$ cat src/rtl/vga_timing_pkg.sv
// VGA 640x480@60 timing constants shared by the sync generator, its
// interface and anything that consumes the pixel counters.
package vga_timing_pkg;
   localparam int CNT_W = 10;

   localparam int VGA_H_DISPLAY = 640;
   localparam int VGA_H_FP      = 16;
   localparam int VGA_H_SYNC    = 96;
   localparam int VGA_H_BP      = 48;
   localparam int VGA_V_DISPLAY = 480;
   localparam int VGA_V_FP      = 10;
   localparam int VGA_V_SYNC    = 2;
   localparam int VGA_V_BP      = 33;

   localparam int VGA_H_TOTAL = VGA_H_DISPLAY + VGA_H_FP + VGA_H_SYNC + VGA_H_BP;
   localparam int VGA_V_TOTAL = VGA_V_DISPLAY + VGA_V_FP + VGA_V_SYNC + VGA_V_BP;

   localparam int VGA_HS_START = VGA_H_DISPLAY + VGA_H_FP;
   localparam int VGA_HS_END   = VGA_HS_START + VGA_H_SYNC - 1;
   localparam int VGA_VS_START = VGA_V_DISPLAY + VGA_V_FP;
   localparam int VGA_VS_END   = VGA_VS_START + VGA_V_SYNC - 1;

   typedef logic [CNT_W-1:0] cnt_t;

   function automatic logic in_span(cnt_t val, cnt_t lo, cnt_t hi);
      return (val >= lo) && (val <= hi);
   endfunction
endpackage

$ cat src/rtl/vga_sync_gen_if.sv
// Timing outputs of the sync generator as seen by the pixel-colour blocks.
interface vga_sync_gen_if;
   import vga_timing_pkg::*;

   cnt_t hcount;
   cnt_t vcount;
   logic hsync;
   logic vsync;
   logic video_on;
   logic p_tick;
   logic frame_start;

   modport master (output hcount, vcount, hsync, vsync, video_on, p_tick, frame_start);
   modport slave  (input  hcount, vcount, hsync, vsync, video_on, p_tick, frame_start);
endinterface

$ cat src/rtl/vga_pix_tick.sv
// Divide-by-two pixel enable: a toggle flop, high on the first cycle after reset.
module vga_pix_tick (
   input  logic clk,
   input  logic reset,
   output logic tick
);
   always_ff @(posedge clk or posedge reset) begin
      if (reset) tick <= 1'b0;
      else       tick <= ~tick;
   end
endmodule

$ cat src/rtl/vga_sync_gen.sv
// Free-running VGA timing generator: pixel/line counters plus sync, visible
// and frame-start flags, all registered on the same edge as the counters.
module vga_sync_gen
   import vga_timing_pkg::*;
#(
   parameter int H_DISPLAY = VGA_H_DISPLAY,
   parameter int H_FP      = VGA_H_FP,
   parameter int H_SYNC    = VGA_H_SYNC,
   parameter int H_BP      = VGA_H_BP,
   parameter int V_DISPLAY = VGA_V_DISPLAY,
   parameter int V_FP      = VGA_V_FP,
   parameter int V_SYNC    = VGA_V_SYNC,
   parameter int V_BP      = VGA_V_BP
) (
   input  logic           clk,
   input  logic           reset,
   vga_sync_gen_if.master vga
);
   localparam int H_TOTAL = H_DISPLAY + H_FP + H_SYNC + H_BP;
   localparam int V_TOTAL = V_DISPLAY + V_FP + V_SYNC + V_BP;

   localparam cnt_t H_MAX    = cnt_t'(H_TOTAL - 1);
   localparam cnt_t V_MAX    = cnt_t'(V_TOTAL - 1);
   localparam cnt_t H_VIS    = cnt_t'(H_DISPLAY);
   localparam cnt_t V_VIS    = cnt_t'(V_DISPLAY);
   localparam cnt_t HS_START = cnt_t'(H_DISPLAY + H_FP);
   localparam cnt_t HS_END   = cnt_t'(H_DISPLAY + H_FP + H_SYNC - 1);
   localparam cnt_t VS_START = cnt_t'(V_DISPLAY + V_FP);
   localparam cnt_t VS_END   = cnt_t'(V_DISPLAY + V_FP + V_SYNC - 1);

   logic tick;
   cnt_t hcount, vcount, h_nxt, v_nxt;
   logic hsync, vsync, video_on, frame_start;
   logic hsync_nxt, vsync_nxt, video_on_nxt, frame_start_nxt;

   vga_pix_tick u_tick (
      .clk   (clk),
      .reset (reset),
      .tick  (tick)
   );

   // Flags decode the next-state counters so they land on the counter edge.
   always_comb begin
      h_nxt           = hcount;
      v_nxt           = vcount;
      frame_start_nxt = 1'b0;
      if (tick) begin
         if (hcount == H_MAX) begin
            h_nxt = '0;
            if (vcount == V_MAX) begin
               v_nxt           = '0;
               frame_start_nxt = 1'b1;
            end else begin
               v_nxt = vcount + cnt_t'(1);
            end
         end else begin
            h_nxt = hcount + cnt_t'(1);
         end
      end
      hsync_nxt    = ~in_span(h_nxt, HS_START, HS_END);
      vsync_nxt    = ~in_span(v_nxt, VS_START, VS_END);
      video_on_nxt = (h_nxt < H_VIS) && (v_nxt < V_VIS);
   end

   always_ff @(posedge clk or posedge reset) begin
      if (reset) begin
         hcount      <= '0;
         vcount      <= '0;
         hsync       <= 1'b1;
         vsync       <= 1'b1;
         video_on    <= 1'b1;
         frame_start <= 1'b0;
      end else begin
         hcount      <= h_nxt;
         vcount      <= v_nxt;
         hsync       <= hsync_nxt;
         vsync       <= vsync_nxt;
         video_on    <= video_on_nxt;
         frame_start <= frame_start_nxt;
      end
   end

   assign vga.hcount      = hcount;
   assign vga.vcount      = vcount;
   assign vga.hsync       = hsync;
   assign vga.vsync       = vsync;
   assign vga.video_on    = video_on;
   assign vga.p_tick      = tick;
   assign vga.frame_start = frame_start;
endmodule

$ cat src/flat_wrapper.sv
// flat-port wrapper written by rule: the top's interface ports become plain ports
module vga_sync_gen_flat import vga_timing_pkg::*;
#(
   parameter int H_DISPLAY = VGA_H_DISPLAY,
   parameter int H_FP      = VGA_H_FP,
   parameter int H_SYNC    = VGA_H_SYNC,
   parameter int H_BP      = VGA_H_BP,
   parameter int V_DISPLAY = VGA_V_DISPLAY,
   parameter int V_FP      = VGA_V_FP,
   parameter int V_SYNC    = VGA_V_SYNC,
   parameter int V_BP      = VGA_V_BP
)
  (clk, reset, vga_hcount, vga_vcount, vga_hsync, vga_vsync, vga_video_on, vga_p_tick, vga_frame_start);
  vga_sync_gen_if vga_i ();
  input  logic clk;
  input  logic reset;
  output wire logic [$bits(vga_i.hcount)-1:0] vga_hcount;
  output wire logic [$bits(vga_i.vcount)-1:0] vga_vcount;
  output wire logic [$bits(vga_i.hsync)-1:0] vga_hsync;
  output wire logic [$bits(vga_i.vsync)-1:0] vga_vsync;
  output wire logic [$bits(vga_i.video_on)-1:0] vga_video_on;
  output wire logic [$bits(vga_i.p_tick)-1:0] vga_p_tick;
  output wire logic [$bits(vga_i.frame_start)-1:0] vga_frame_start;
  assign vga_hcount = vga_i.hcount;
  assign vga_vcount = vga_i.vcount;
  assign vga_hsync = vga_i.hsync;
  assign vga_vsync = vga_i.vsync;
  assign vga_video_on = vga_i.video_on;
  assign vga_p_tick = vga_i.p_tick;
  assign vga_frame_start = vga_i.frame_start;
  vga_sync_gen #(.H_DISPLAY(H_DISPLAY), .H_FP(H_FP), .H_SYNC(H_SYNC), .H_BP(H_BP), .V_DISPLAY(V_DISPLAY), .V_FP(V_FP), .V_SYNC(V_SYNC), .V_BP(V_BP)) u_core (.clk(clk), .reset(reset), .vga(vga_i));
endmodule
$ cat config.mk
export PLATFORM = sky130hd
export DESIGN_NAME = vga_sync_gen_flat
export DESIGN_NICKNAME = d
export VERILOG_FILES = /design/src/rtl/vga_timing_pkg.sv /design/src/rtl/vga_sync_gen_if.sv /design/src/rtl/vga_pix_tick.sv /design/src/rtl/vga_sync_gen.sv /design/src/flat_wrapper.sv
export SDC_FILE = /design/constraint.sdc
export NUM_CORES = 1
export LEC_CHECK = 0
export ABC_AREA = 1
export BUFFER_PORTS_ARGS = -buffer_cell sky130_fd_sc_hd__buf_2
export CELL_PAD_IN_SITES_DETAIL_PLACEMENT = 1
export CELL_PAD_IN_SITES_GLOBAL_PLACEMENT = 2
export CORE_MARGIN = 3
export CORE_UTILIZATION = 32
export DETAILED_ROUTE_END_ITERATION = 8
export PLACE_DENSITY = 0.8
export SLEW_MARGIN = 20
export SYNTH_ARGS = -nofsm -noshare
export SYNTH_HDL_FRONTEND = slang
export SYNTH_SLANG_ARGS = --single-unit
$ cat constraint.sdc
create_clock -name clk -period 1.9 [get_ports clk]
set_input_delay 0.19 -clock clk [delete_from_list [all_inputs] [get_ports clk]]
set_output_delay 0.19 -clock clk [all_outputs]
set_load 0.005 [all_outputs]
Word-level counts from Yosys, hierarchy flattened
Index checks and enable logic that the tools add are counted.
{"block": "totals", "ff_bits": 25, "latch_bits": 0, "ramBits": 0, "rom_bits": 0, "inputBits": 2, "out_inout_bits": 25, "elab_cells": 31, "memories": 0}
{"block": "classes", "addsub": 2, "multipliers": 0, "div": 0, "order_cmp": 6, "n_eq_ne": 2, "shift": 0, "n_mux": 8, "bitwise": 3, "n_reduce_logical": 3}
{"operator": "two-way mux 10 bit", "count": 5}
{"operator": "adder 10 x 1 -> 10 bit (second input constant)", "count": 2}
{"operator": "equality test 10 bit (second input constant)", "count": 2}
{"operator": "greater-or-equal comparator 10 bit (second input constant)", "count": 1}
{"operator": "greater-or-equal comparator 10 x 9 -> 1 bit (second input constant)", "count": 1}
{"operator": "<= comparator 10 bit (second input constant)", "count": 1}
{"operator": "<= comparator 10 x 9 -> 1 bit (second input constant)", "count": 1}
{"operator": "< comparator 10 bit (second input constant)", "count": 1}
{"operator": "< comparator 10 x 9 -> 1 bit (second input constant)", "count": 1}
{"operator": "logical AND 1 bit", "count": 3}
{"operator": "two-way mux 1 bit", "count": 3}
{"operator": "NOT 1 bit", "count": 3}

Depth between registers and ports, before layout
{"block": "depth", "depth_word": 7, "depth_mapped": 13, "depth_no_buf": 13}

By module
From an unflattened synthesis, not the netlist that was laid out.
{"block": "hier_totals", "cells_unflattened": 184, "hier_area_um2": 1467.7}
{"module": "vga_sync_gen", "n_inst": 1, "cells_per_inst": 181, "area_each_um2": 1435.1}
{"module": "vga_pix_tick", "n_inst": 1, "cells_per_inst": 3, "area_each_um2": 32.5}

Worst setup path before layout
No wires, ideal clock.
{"block": "synth_path", "path_kind": "reg-to-reg", "startpoint": "register u_core.hcount[0] (netlist: u_core.vga.hcount[0])", "endpoint": "register u_core.vsync (netlist: u_core.vga.vsync)", "t_arrival_ps": 1449, "path_slack_ps": 369, "stages_incl_launch_ff": 11, "path_buffers": 1, "synth_period_minus_slack_ps": 1531, "cell_sequence": "dfrtp_1 > ha_1 > nand2_2 > nor2_4 > nand3_2 > buf_6 > nor2_1 > o21ai_0 > nand2_1 > nor2_1 > nand3_2"}
{"block": "synth_via", "elab_chain_cells": 6, "elab_cells_between_ends": 7, "cone_classes": "2 x order compare; 1 x eq/ne; 2 x mux; 1 x bitwise; 1 x reduce/logical"}
{"element": "from (decl)", "line": "vga_sync_gen.sv:32", "rtl": "cnt_t hcount, vcount, h_nxt, v_nxt;"}
{"element": "from (signal assigned)", "line": "vga_sync_gen.sv:74", "rtl": "hcount <= h_nxt;"}
{"element": "equality test 10 bit (*)", "line": "vga_sync_gen.sv:48", "rtl": "if (hcount == H_MAX) begin"}
{"element": "two-way mux 10 bit (*)", "line": "vga_sync_gen.sv:48"}
{"element": "two-way mux 10 bit (*)", "line": "vga_sync_gen.sv:47", "rtl": "if (tick) begin"}
{"element": "greater-or-equal comparator 10 x 9 -> 1 bit or <= comparator 10 x 9 -> 1 bit (tied branches)", "line": "vga_timing_pkg.sv:26", "rtl": "return (val >= lo) && (val <= hi);"}
{"element": "logical AND 1 bit (*)", "line": "vga_timing_pkg.sv:26"}
{"element": "NOT 1 bit (*)", "line": "vga_sync_gen.sv:61", "rtl": "vsync_nxt = ~in_span(v_nxt, VS_START, VS_END);"}
{"element": "via u_core.vsync_nxt", "line": "vga_sync_gen.sv:34", "rtl": "logic hsync_nxt, vsync_nxt, video_on_nxt, frame_start_nxt;"}
{"element": "to (signal assigned)", "line": "vga_sync_gen.sv:77", "rtl": "vsync <= vsync_nxt;"}
{"element": "to (decl)", "line": "vga_sync_gen.sv:33", "rtl": "logic hsync, vsync, video_on, frame_start;"}
Mark *: on every way through the listed nets, which the timed path passes. The rest lies on a longest branch.

Worst setup path in the final report
{"block": "layout_path", "startpoint": "register u_core.hcount[1] (netlist: u_core.vga.hcount[1])", "endpoint": "register u_core.vsync (netlist: u_core.vga.vsync)"}
{"block": "layout_via", "elab_chain_cells": 6, "elab_cells_between_ends": 7, "cone_classes": "2 x order compare; 1 x eq/ne; 2 x mux; 1 x bitwise; 1 x reduce/logical"}
{"element": "equality test 10 bit (*)", "line": "vga_sync_gen.sv:48"}
{"element": "two-way mux 10 bit (*)", "line": "vga_sync_gen.sv:48"}
{"element": "two-way mux 10 bit (*)", "line": "vga_sync_gen.sv:47"}
{"element": "via u_core.v_nxt[8]", "line": "vga_sync_gen.sv:32"}
{"element": "greater-or-equal comparator 10 x 9 -> 1 bit or <= comparator 10 x 9 -> 1 bit (tied branches)", "line": "vga_timing_pkg.sv:26"}
{"element": "logical AND 1 bit (*)", "line": "vga_timing_pkg.sv:26"}
{"element": "NOT 1 bit (*)", "line": "vga_sync_gen.sv:61"}
{"element": "via u_core.vsync_nxt", "line": "vga_sync_gen.sv:34"}
Marks and branches as above.

==> run_results.csv <==
group,metric,value,unit
run_status,status,"complete, no violations",
global_route,antenna_found_initial,0,
clock_network,cts_tree,"yes",
worst_setup_path,cp_num_buf_inv,1,
drt,vias_per_cell,4.744,
worst_setup_path,slowest_delay,0.39,ns
drt,ant_nets,0,
final_layout,stdcell_count,277,
run,drv_cap,0,
final_layout,fin_nets,231,
place,place_congestion,0.8067,
drt,wire_per_inst,14.10,um
worst_setup_path,slowest_stage,"dfrtp_1",
floorplan,ios,27,
drt,dr_total_vias,1314,
yosys,synth_cells,187,
clock_network,cts.clk_slew.worst_paths,0.09,ns
worst_setup_path,end_kind,"flip-flop",
floorplan,die_w,74.19,um
yosys,synthesis.nets,192,
worst_setup_path,path_cells,"ha_1, nand3_1, inv_1, nand4_2, nor2_4, nand3b_1, nand2_2, nand2_2, nor2_4, nand3_2",
worst_setup_path,crit_path_start_kind,"flip-flop",
timing,period_minus_slack,1.714,ns
floorplan,die_area,5503,um2
drt,firstDrtPassIters,4,
timing,tightest_slew,0.3399,ns
global_route,grt_max_degree,26,
clock_network,clock-sinks,25,
floorplan,core_area,4414,um2
pwr,internal_power,682.8,uW
pwr,p_leak,0.0009595,uW
final_layout,layout_commonest_cell,"nand2_1",
pwr,seq_power_share,0.604,
clock_network,cts-root-buf,"clkbuf_8",
clock_network,h-tree-depth,1,
timing,max_freq,583.5,MHz
final_layout,diodes,0,
yosys,synth_area,1488,um2
global_route,grt_pass1_wl,6527,um
global_route,grt-ovfl-total,0,
drt,drt_iter0_markers,12,
clock_network,insertion_delay,0.27,ns
timing,rsz0062_at_grt,"false",
final_layout,fillers,563,
pwr,swShare,0.2251,
final_layout,drive_gt1_frac,0.3244,
drt,route.detailed.drc,0,
timing,setup_tns,0,ns
yosys,synth-seq-cells,25,
final_layout,seq_area,629.4,um2
floorplan,floorplan.initialDensity,0.3370,
final_layout,final_cell_mix,"nand2_1 (48), inv_1 (27), buf_2 (26), dfrtp_1 (22), nor2_1 (17)",
pwr,p_per_area,491.1,nW/um2
pwr,combPwrFrac,0.017,
floorplan,rows,24,
yosys,syn_area_per_cell,7.955,um2
timing,setup_viol,0,
timing,slew_viol_final,0,
pwr,totalPowerFinal,881.2,uW
pwr,p_switching,198.4,uW
worst_setup_path,cp_max_fo,4,
timing,fin_skew,0.001571,ns
place,hpwl,3085,um
yosys,ys_warn_count,0,
worst_setup_path,crit_family,"simple AND/OR/NAND/NOR gates",
yosys,synth_cell_types,27,
yosys,yosysSeqAreaShare,0.4230,
clock_network,ctsLongestPathBuffers,2,
floorplan,die_y,74.19,um
worst_setup_path,worstPathArrival,1.92,ns
timing,period_share,0.9020,
pwr,peakVddDrop,296.9,uV
final_layout,area_delta_synth_final,20.61,%
final_layout,design_area,1794,um2
drt,totalWireLength,3906,um
final_layout,multi_input_area,719.4,um2
timing,hold_violations,0,
timing,maxSlewHeadroom,0.7734,
global_route,grt_usage,0.1554,
worst_setup_path,worstSetupPathType,"reg2reg",
pwr,clockPowerShare,0.379,
place,place_inst,270,
place,place_area,1713,um2
hold_path,hp-class,"in2async",
clock_network,cts_buffers,3,
global_route,grt_pass1_vias,1435,
place,place.port_buffers,26,
worst_setup_path,required,2.11,ns
==> final timing paths <==
check                                               startpoint  slack (ns)  depth (start not counted)                             end
worst max-delay path            u_core.vga.hcount[1]$_DFF_PP0_        0.19                         10      u_core.vga.vsync$_DFF_PP1_
worst min register to register  u_core.vga.vcount[0]$_DFF_PP0_        0.59                          2  u_core.vga.vcount[0]$_DFF_PP0_
worst min-delay path                                     reset        0.51                          4  u_core.vga.hcount[7]$_DFF_PP0_
min in group clk                u_core.vga.vcount[0]$_DFF_PP0_        0.59                          2  u_core.vga.vcount[0]$_DFF_PP0_
worst max register to register  u_core.vga.hcount[1]$_DFF_PP0_        0.19                         10      u_core.vga.vsync$_DFF_PP1_
max in group asynchronous                                reset        1.09                          4      u_core.vga.vsync$_DFF_PP1_
==> layout make-up <==
class	instances	share of cell area
clock inverter	1	0.002789
sequential	25	0.3508
multi-input combinational	127	0.4010
clock buffer	3	0.02301
inverter	33	0.07043
timing repair buffer	36	0.1158
tap	52	0.03626
==> metrics by stage <==
| stage | hold slack, ns | utilization | worst slack, ns |
|---|---|---|---|
| after floorplan | 0.2151 | - | 0.3687 |
| after global placement | 0.2583 | 0.3880 | 0.1848 |
| after detailed placement | 0.2727 | 0.3880 | 0.1169 |
| after CTS | 0.5177 | 0.4008 | 0.09682 |
| after global routing | 0.5452 | 0.4065 | 0.0005134 |
| final | 0.5131 | 0.4065 | 0.1863 |
==> synth_stat cells, drive strengths merged <==
cell	number	area (um2)
nand2	53	216.5
inv	32	120.1
nor2	31	196.4
dfrtp	22	550.5
nand3	15	95.09
nand4	6	43.79
o21ai	5	25.02
a21oi	4	27.53
dfstp	3	78.83
ha	3	37.54
nor3	3	15.01
buf	2	22.52
nand3b	2	15.01
xor2	2	17.52
a21o	1	7.510
and2	1	6.260
clkinv	1	3.750
xnor2	1	8.760
==> worst min-delay path, delay by kind of cell <==
kind | cells | cell delay, ns
buffers and inverters | 4 | 1.01
==> registers in the layout (all words and copies together) (netlist names) <==
register                flops
u_core.u_tick.tick          1
u_core.vga.video_on         1
u_core.vga.hsync            1
u_core.vga.frame_start      1
u_core.vga.vcount          10
u_core.vga.hcount          10
u_core.vga.vsync            1
==> power groups by stage <==
stage	Clock, uW	Combinational [uW]	Sequential [uW]
final	334	15.0	532
after global routing	367	17.5	532
after CTS	339	16.1	532
after detailed placement	0	14.5	542
after global placement	0	13.7	542
after floorplan	0	7.86	542
==> layer usage <==
layer  GRT usage  routed length [um]  share of wire  vias to the layer above
met1      0.1903                1718           0.44                      632
li1            -                   -              -                      653
met3     0.02432                 107          0.027                        9
met5           0                   0              0                        -
met2      0.2667                1983           0.51                       20
met4     0.07243                  96          0.025                        0
==> timing repair <==
action | in CTS | in global routing
gates resized for setup | 0 | 2
setup endpoints to repair | 0 | 2
buffers inserted | 0 | 2
hold buffers | 1 | 0
hold endpoints to repair | 22 | 0
==> cells by family (layout without fill, tap and decap cells) <==
logic type / Yosys count / count (layout) / share of synthesized area
AND/OR/NAND/NOR: 111 / 111 / 0.3953
buffers and inverters: 35 / 73 / 0.09840
flip-flops: 25 / 25 / 0.4230
AO/OA/AOI/OAI: 10 / 10 / 0.04037
adder cells (fa/ha/maj): 3 / 3 / 0.02523
XOR/XNOR: 3 / 3 / 0.01767
No activity file was read; power rests on OpenSTA's default activity.
